<file path="src/rtl/pact_lsu_axi_serializer.sv">
// Serializes the cache's separate AXI read and write channels onto one
// single-outstanding AXI master port, with sticky protocol/response error flags.
module pact_lsu_axi_serializer #(
  parameter int BW_ADDR        = 32,
  parameter int BW_AXI_DATA    = 32,
  parameter int BW_AXI_TID     = 4,
  parameter int WRITE_PRIORITY = 1
) (
  input  logic                     clk,
  input  logic                     rstnn,

  input  logic [BW_AXI_TID-1:0]    sxarid,
  input  logic [BW_ADDR-1:0]       sxaraddr,
  input  logic [7:0]               sxarlen,
  input  logic [2:0]               sxarsize,
  input  logic [1:0]               sxarburst,
  input  logic                     sxarvalid,
  output logic                     sxarready,

  output logic [BW_AXI_TID-1:0]    sxrid,
  output logic [BW_AXI_DATA-1:0]   sxrdata,
  output logic [1:0]               sxrresp,
  output logic                     sxrlast,
  output logic                     sxrvalid,
  input  logic                     sxrready,

  input  logic [BW_AXI_TID-1:0]    sxawid,
  input  logic [BW_ADDR-1:0]       sxawaddr,
  input  logic [7:0]               sxawlen,
  input  logic [2:0]               sxawsize,
  input  logic [1:0]               sxawburst,
  input  logic                     sxawvalid,
  output logic                     sxawready,

  input  logic [BW_AXI_TID-1:0]    sxwid,
  input  logic [BW_AXI_DATA-1:0]   sxwdata,
  input  logic [BW_AXI_DATA/8-1:0] sxwstrb,
  input  logic                     sxwlast,
  input  logic                     sxwvalid,
  output logic                     sxwready,

  output logic [BW_AXI_TID-1:0]    sxbid,
  output logic [1:0]               sxbresp,
  output logic                     sxbvalid,
  input  logic                     sxbready,

  output logic [BW_AXI_TID-1:0]    mxarid,
  output logic [BW_ADDR-1:0]       mxaraddr,
  output logic [7:0]               mxarlen,
  output logic [2:0]               mxarsize,
  output logic [1:0]               mxarburst,
  output logic                     mxarvalid,
  input  logic                     mxarready,

  input  logic [BW_AXI_TID-1:0]    mxrid,
  input  logic [BW_AXI_DATA-1:0]   mxrdata,
  input  logic [1:0]               mxrresp,
  input  logic                     mxrlast,
  input  logic                     mxrvalid,
  output logic                     mxrready,

  output logic [BW_AXI_TID-1:0]    mxawid,
  output logic [BW_ADDR-1:0]       mxawaddr,
  output logic [7:0]               mxawlen,
  output logic [2:0]               mxawsize,
  output logic [1:0]               mxawburst,
  output logic                     mxawvalid,
  input  logic                     mxawready,

  output logic [BW_AXI_TID-1:0]    mxwid,
  output logic [BW_AXI_DATA-1:0]   mxwdata,
  output logic [BW_AXI_DATA/8-1:0] mxwstrb,
  output logic                     mxwlast,
  output logic                     mxwvalid,
  input  logic                     mxwready,

  input  logic [BW_AXI_TID-1:0]    mxbid,
  input  logic [1:0]               mxbresp,
  input  logic                     mxbvalid,
  output logic                     mxbready,

  input  logic                     clear,
  output logic                     error_rresp,
  output logic                     error_bresp,
  output logic                     error_rlast,
  output logic                     busy
);

  localparam logic [2:0] S_IDLE    = 3'd0;
  localparam logic [2:0] S_RD_ADDR = 3'd1;
  localparam logic [2:0] S_RD_DATA = 3'd2;
  localparam logic [2:0] S_WR_ADDR = 3'd3;
  localparam logic [2:0] S_WR_DATA = 3'd4;
  localparam logic [2:0] S_WR_RESP = 3'd5;

  logic [2:0] state_q, state_d;
  logic [7:0] len_q, len_d;
  logic [7:0] beat_cnt_q, beat_cnt_d;
  logic       error_rresp_q, error_rresp_d;
  logic       error_bresp_q, error_bresp_d;
  logic       error_rlast_q, error_rlast_d;

  logic st_rd_addr, st_rd_data, st_wr_addr, st_wr_data, st_wr_resp;
  logic ar_hs, r_hs, aw_hs, w_hs, b_hs;
  logic rlast_bad;

  assign st_rd_addr = (state_q == S_RD_ADDR);
  assign st_rd_data = (state_q == S_RD_DATA);
  assign st_wr_addr = (state_q == S_WR_ADDR);
  assign st_wr_data = (state_q == S_WR_DATA);
  assign st_wr_resp = (state_q == S_WR_RESP);

  // Payload fields pass through ungated; only valid/ready depend on state.
  assign mxarid    = sxarid;
  assign mxaraddr  = sxaraddr;
  assign mxarlen   = sxarlen;
  assign mxarsize  = sxarsize;
  assign mxarburst = sxarburst;
  assign mxarvalid = st_rd_addr & sxarvalid;
  assign sxarready = st_rd_addr & mxarready;

  assign sxrid     = mxrid;
  assign sxrdata   = mxrdata;
  assign sxrresp   = mxrresp;
  assign sxrlast   = mxrlast;
  assign sxrvalid  = st_rd_data & mxrvalid;
  assign mxrready  = st_rd_data & sxrready;

  assign mxawid    = sxawid;
  assign mxawaddr  = sxawaddr;
  assign mxawlen   = sxawlen;
  assign mxawsize  = sxawsize;
  assign mxawburst = sxawburst;
  assign mxawvalid = st_wr_addr & sxawvalid;
  assign sxawready = st_wr_addr & mxawready;

  assign mxwid     = sxwid;
  assign mxwdata   = sxwdata;
  assign mxwstrb   = sxwstrb;
  assign mxwlast   = sxwlast;
  assign mxwvalid  = st_wr_data & sxwvalid;
  assign sxwready  = st_wr_data & mxwready;

  assign sxbid     = mxbid;
  assign sxbresp   = mxbresp;
  assign sxbvalid  = st_wr_resp & mxbvalid;
  assign mxbready  = st_wr_resp & sxbready;

  assign ar_hs = mxarvalid & mxarready;
  assign r_hs  = sxrvalid & sxrready;
  assign aw_hs = mxawvalid & mxawready;
  assign w_hs  = mxwvalid & mxwready;
  assign b_hs  = sxbvalid & sxbready;

  assign rlast_bad = r_hs & (mxrlast != (beat_cnt_q == len_q));

  always_comb begin
    state_d    = state_q;
    len_d      = len_q;
    beat_cnt_d = beat_cnt_q;
    case (state_q)
      S_IDLE: begin
        if (sxawvalid && (!sxarvalid || (WRITE_PRIORITY != 0))) state_d = S_WR_ADDR;
        else if (sxarvalid)                                     state_d = S_RD_ADDR;
      end
      S_RD_ADDR: begin
        if (ar_hs) begin
          len_d      = sxarlen;
          beat_cnt_d = '0;
          state_d    = S_RD_DATA;
        end
      end
      S_RD_DATA: begin
        // Completion follows rlast, not the beat count, so a late rlast keeps us here.
        if (r_hs) begin
          if (beat_cnt_q != '1) beat_cnt_d = beat_cnt_q + 8'd1;
          if (mxrlast)          state_d    = S_IDLE;
        end
      end
      S_WR_ADDR: begin
        if (aw_hs) begin
          len_d   = sxawlen;
          state_d = S_WR_DATA;
        end
      end
      S_WR_DATA: begin
        if (w_hs && sxwlast) state_d = S_WR_RESP;
      end
      S_WR_RESP: begin
        if (b_hs) state_d = S_IDLE;
      end
      default: state_d = S_IDLE;
    endcase
  end

  // Sticky flags: a set event wins over a coincident clear.
  always_comb begin
    error_rresp_d = (r_hs && (mxrresp != 2'b00)) | (error_rresp_q & ~clear);
    error_bresp_d = (b_hs && (mxbresp != 2'b00)) | (error_bresp_q & ~clear);
    error_rlast_d = rlast_bad | (error_rlast_q & ~clear);
  end

  always_ff @(posedge clk or negedge rstnn) begin
    if (!rstnn) begin
      state_q       <= S_IDLE;
      len_q         <= '0;
      beat_cnt_q    <= '0;
      error_rresp_q <= 1'b0;
      error_bresp_q <= 1'b0;
      error_rlast_q <= 1'b0;
    end else begin
      state_q       <= state_d;
      len_q         <= len_d;
      beat_cnt_q    <= beat_cnt_d;
      error_rresp_q <= error_rresp_d;
      error_bresp_q <= error_bresp_d;
      error_rlast_q <= error_rlast_d;
    end
  end

  assign error_rresp = error_rresp_q;
  assign error_bresp = error_bresp_q;
  assign error_rlast = error_rlast_q;
  assign busy        = (state_q != S_IDLE);

endmodule

</file>
<file path="config.mk">
export PLATFORM = sky130hd
export DESIGN_NAME = pact_lsu_axi_serializer
export DESIGN_NICKNAME = d
export VERILOG_FILES = /design/src/rtl/pact_lsu_axi_serializer.sv
export SDC_FILE = /design/constraint.sdc
export NUM_CORES = 1
export LEC_CHECK = 0
export CAP_MARGIN = 10
export CORE_AREA = 10 10 147 149
export CTS_BUF_LIST = sky130_fd_sc_hd__clkbuf_4
export CTS_CLUSTER_SIZE = 25
export DETAILED_ROUTE_END_ITERATION = 6
export DIE_AREA = 0 0 157 159
export GPL_TIMING_DRIVEN = 1
export PLACE_DENSITY = 0.58
export SYNTH_ARGS = -nofsm -noshare
export SYNTH_HDL_FRONTEND = slang
export SYNTH_SLANG_ARGS = --single-unit
</file>
<file path="constraint.sdc">
create_clock -name clk -period 2.5 [get_ports clk]
set_clock_uncertainty 0.1 [all_clocks]
set_input_delay 0.625 -clock clk [delete_from_list [all_inputs] [get_ports clk]]
set_output_delay 0.625 -clock clk [all_outputs]
set_load 0.005 [all_outputs]
</file>
==> impl_metrics.yaml, run 1 <==
global_route:
  grt_first_pass_wirelength_um: 12900
  grt_usage_pct: 7.00
  grt_pass1_vias: 2005
  antenna_found_initial: 1
  overflow: 0
  grt_max_degree: 23
route:
  dr.max_layer_used: "met5"
  ant_nets: 0
  wl_per_cell_um: 18.0
  vias: 1817
  first_pass_iters: 4
  drtIter0Drc: 114
  drt_wl_total_um: 9070
  wl_met3_um: 1510
  drc_errors: 0
  avgViaCountPerCell: 3.61
  wl_met2_um: 3700
  m1WireLength_um: 3070
worst_setup_path:
  rrSetupSlack_ps: 330
  critPathKind: "input port to primary output"
  cpLargestDelayFamily: "buffers and inverters"
  critPathCaptureType: "primary output"
  required_ps: 1770
  reg2reg_to: "beat_cnt_q[1]"
  cp_slowest_stage_delay_ps: 520
  cp-startpoint: "sxawlen[7]"
  start_kind: "input port"
  crit-reg2reg-launch: "state_q[1]"
  r2r_cells: 8
  critPathBufInv: 2
  crit_fanout: 2
  crit_cells: 2
  crit_chain: "clkdlybuf4s50_1 > clkdlybuf4s50_1"
  crit_top_cell: "clkdlybuf4s50_1"
  cp.arrival_ps: 1650
  crit_path_end: "mxawlen[7]"
  cp_slowest_cell: "clkdlybuf4s50_1"
power_and_ir_drop:
  ir_drop_uv: 240
  p_leak_nw: 1.14
  powerDensity_nw_per_um2: 838
final_layout:
  fin_nets: 468
  multi_input_area_um2: 863
  seq_area_um2: 554
  stdcell_area_um2: 2760
  final_util_pct: 14.8
  drive_above_1_share_pct: 21.2
  nFillCells: 2091
  syn2layout_area_growth_pct: -3.16
floorplanning:
  io_pins: 395
  start_util_pct: 15.3
  fp.dieH_um: 159
  die_area_um2: 25000
  rows: 50
  die_x_um: 157
  core_area_um2: 18600
synth:
  yosysTopAreaCell: "buf_4"
  yosysWarnings: 0
  syn_area_um2: 2850
  yosysMostFrequentCell: "buf_4"
  ys_types: 40
  syn_inst: 348
  synth_commonest_cells: "186 x buf_4, 30 x nand2_1, 22 x dfrtp_1"
  synth-edff-count: 0
  synth.area.top_cells: "buf_4 49%, dfrtp_1 19%, nand2_1 4.0%, xnor2_1 2.8%, nor2_1 2.1%"
  postSynth.asyncResetShare_pct: 100
  synth_area_per_cell_um2: 8.19
  yosysSeqAreaShare_pct: 19.3
  synth_fp_nets: 546
  ys.flop_type: "dfrtp_1"
  ys_ff_latch: 22
  yosys.area.top_type_share_pct: 49.0
flow_run:
  max-cap-violations: 0
place:
  hpwl_um: 7330
  place_area_um2: 2600
  portBuffers: 70
  place.gp.congestion: 0.769
sta:
  tns_ps: 0
  rsz0062_at_grt: "false"
  setup_viol: 0
  slew_viol_final: 0
  period_needed_ps: 2380
  tightestPinTransition_ps: 485
  max_freq_ghz: 0.421
  relSlewSlack_pct: 67.5
  period_share_pct: 95.1
  finalHoldViolations: 0
cts:
  clk_latency_ps: 360
  cts_tree: "yes"
  ctsLongestPathBuffers: 2
  h-tree-depth: 1
  clkSinkCount: 22
  clk_pin_slew_worst_paths_ps: 160
  cts_buffers: 3
  cts-root-buf: "clkbuf_4"
outcome:
  outcome: "finished, final reports clean"
min_path:
  hold_path_class: "register to register"
[power by group]
group	switching [mW]	internal, mW
Combinational	0.677	0.751
Sequential	0.105	0.472
Clock	0.143	0.163
[layout by cell type (no fill, tap or decap), drive strengths merged, types with 2 or more instances in the layout]
cell and n:
clkdlybuf4s50 59, buf 39, nand2 30, dfrtp 22
nor2 16, nand3 10, and2 9, xnor2 9
a31oi 8, dlygate4sd2 7, o211ai 5, nand2b 5
nand4 4, mux2i 4, clkbuf 4, inv 3
and3 3, nor3 3, a32o 3, o21ai 3
and4 2, mux2 2, dlymetal6s2s 2, nor3b 2
and3b 2, a22oi 2
[metrics by stage]
step / setup WS, ps / hold slack [ps] / std cells / power, mW
finish: 124 / 422 / 504 / 2.31
global route: 16.7 / 448 / 504 / 2.55
CTS: -29.2 / 426 / 503 / 2.36
floorplan: 546 / 229 / 348 / 1.62
global placement: -29.3 / 400 / 485 / 1.89
detailed placement: -26.3 / 402 / 485 / 1.91
[layout make-up]
class | count | share of cell area [%]
clock buffers | 3 | 0.816
diodes | 1 | 0.0907
multi-input cells | 132 | 31.3
repair buffers | 108 | 35.6
well taps | 234 | 10.6
flip-flops and latches | 22 | 20.1
clock inverters | 1 | 1.09
inverters | 3 | 0.408
[timing repair]
item | CTS | global route
hold buffers | 0 | 0
endpoints found under the setup margin | 11 | 4
gates resized for setup | 17 | 5
pin swaps | 1 | 0
buffers inserted | 14 | 0
[flip-flops by register name, indices dropped and copies added (netlist names)]
register	flops
beat_cnt_q	8
error_bresp	1
error_rlast	1
error_rresp	1
len_q	8
state_q	3
[how the worst min path moves through the flow]
stage	to	slack, ps	from	cells after the start
after CTS	error_bresp	430	error_bresp	2
final	error_bresp	420	error_bresp	2
after floorplan	beat_cnt_q[0]	230	rstnn	0
after global placement	error_bresp	400	error_bresp	2
after detailed placement	error_bresp	400	error_bresp	2
after global routing	error_bresp	450	error_bresp	2
[per-layer routing]
layer  vias up  track usage [%]
met5         -             1.24
met4         2             6.22
met3        72             5.05
met2       170             9.80
met1       771             6.58
li1        802                -
[cells by family after synthesis]
kind of cell | Yosys count | share of synthesized area (%)
compound gates | 26 | 8.21
xor+xnor | 9 | 2.77
flops | 22 | 19.3
mux | 6 | 2.20
fa+ha+maj | 1 | 0.439
simple gates | 90 | 16.4
buf+inv | 194 | 50.7
Power figures use the tool's default switching activity.
==> run 2, diff against run 1 <==
Settings changed: HOLD_SLACK_MARGIN set to 0.1.
==> results of run 2 <==
The final DEF is identical to that of run 1; final timing and power are the same.
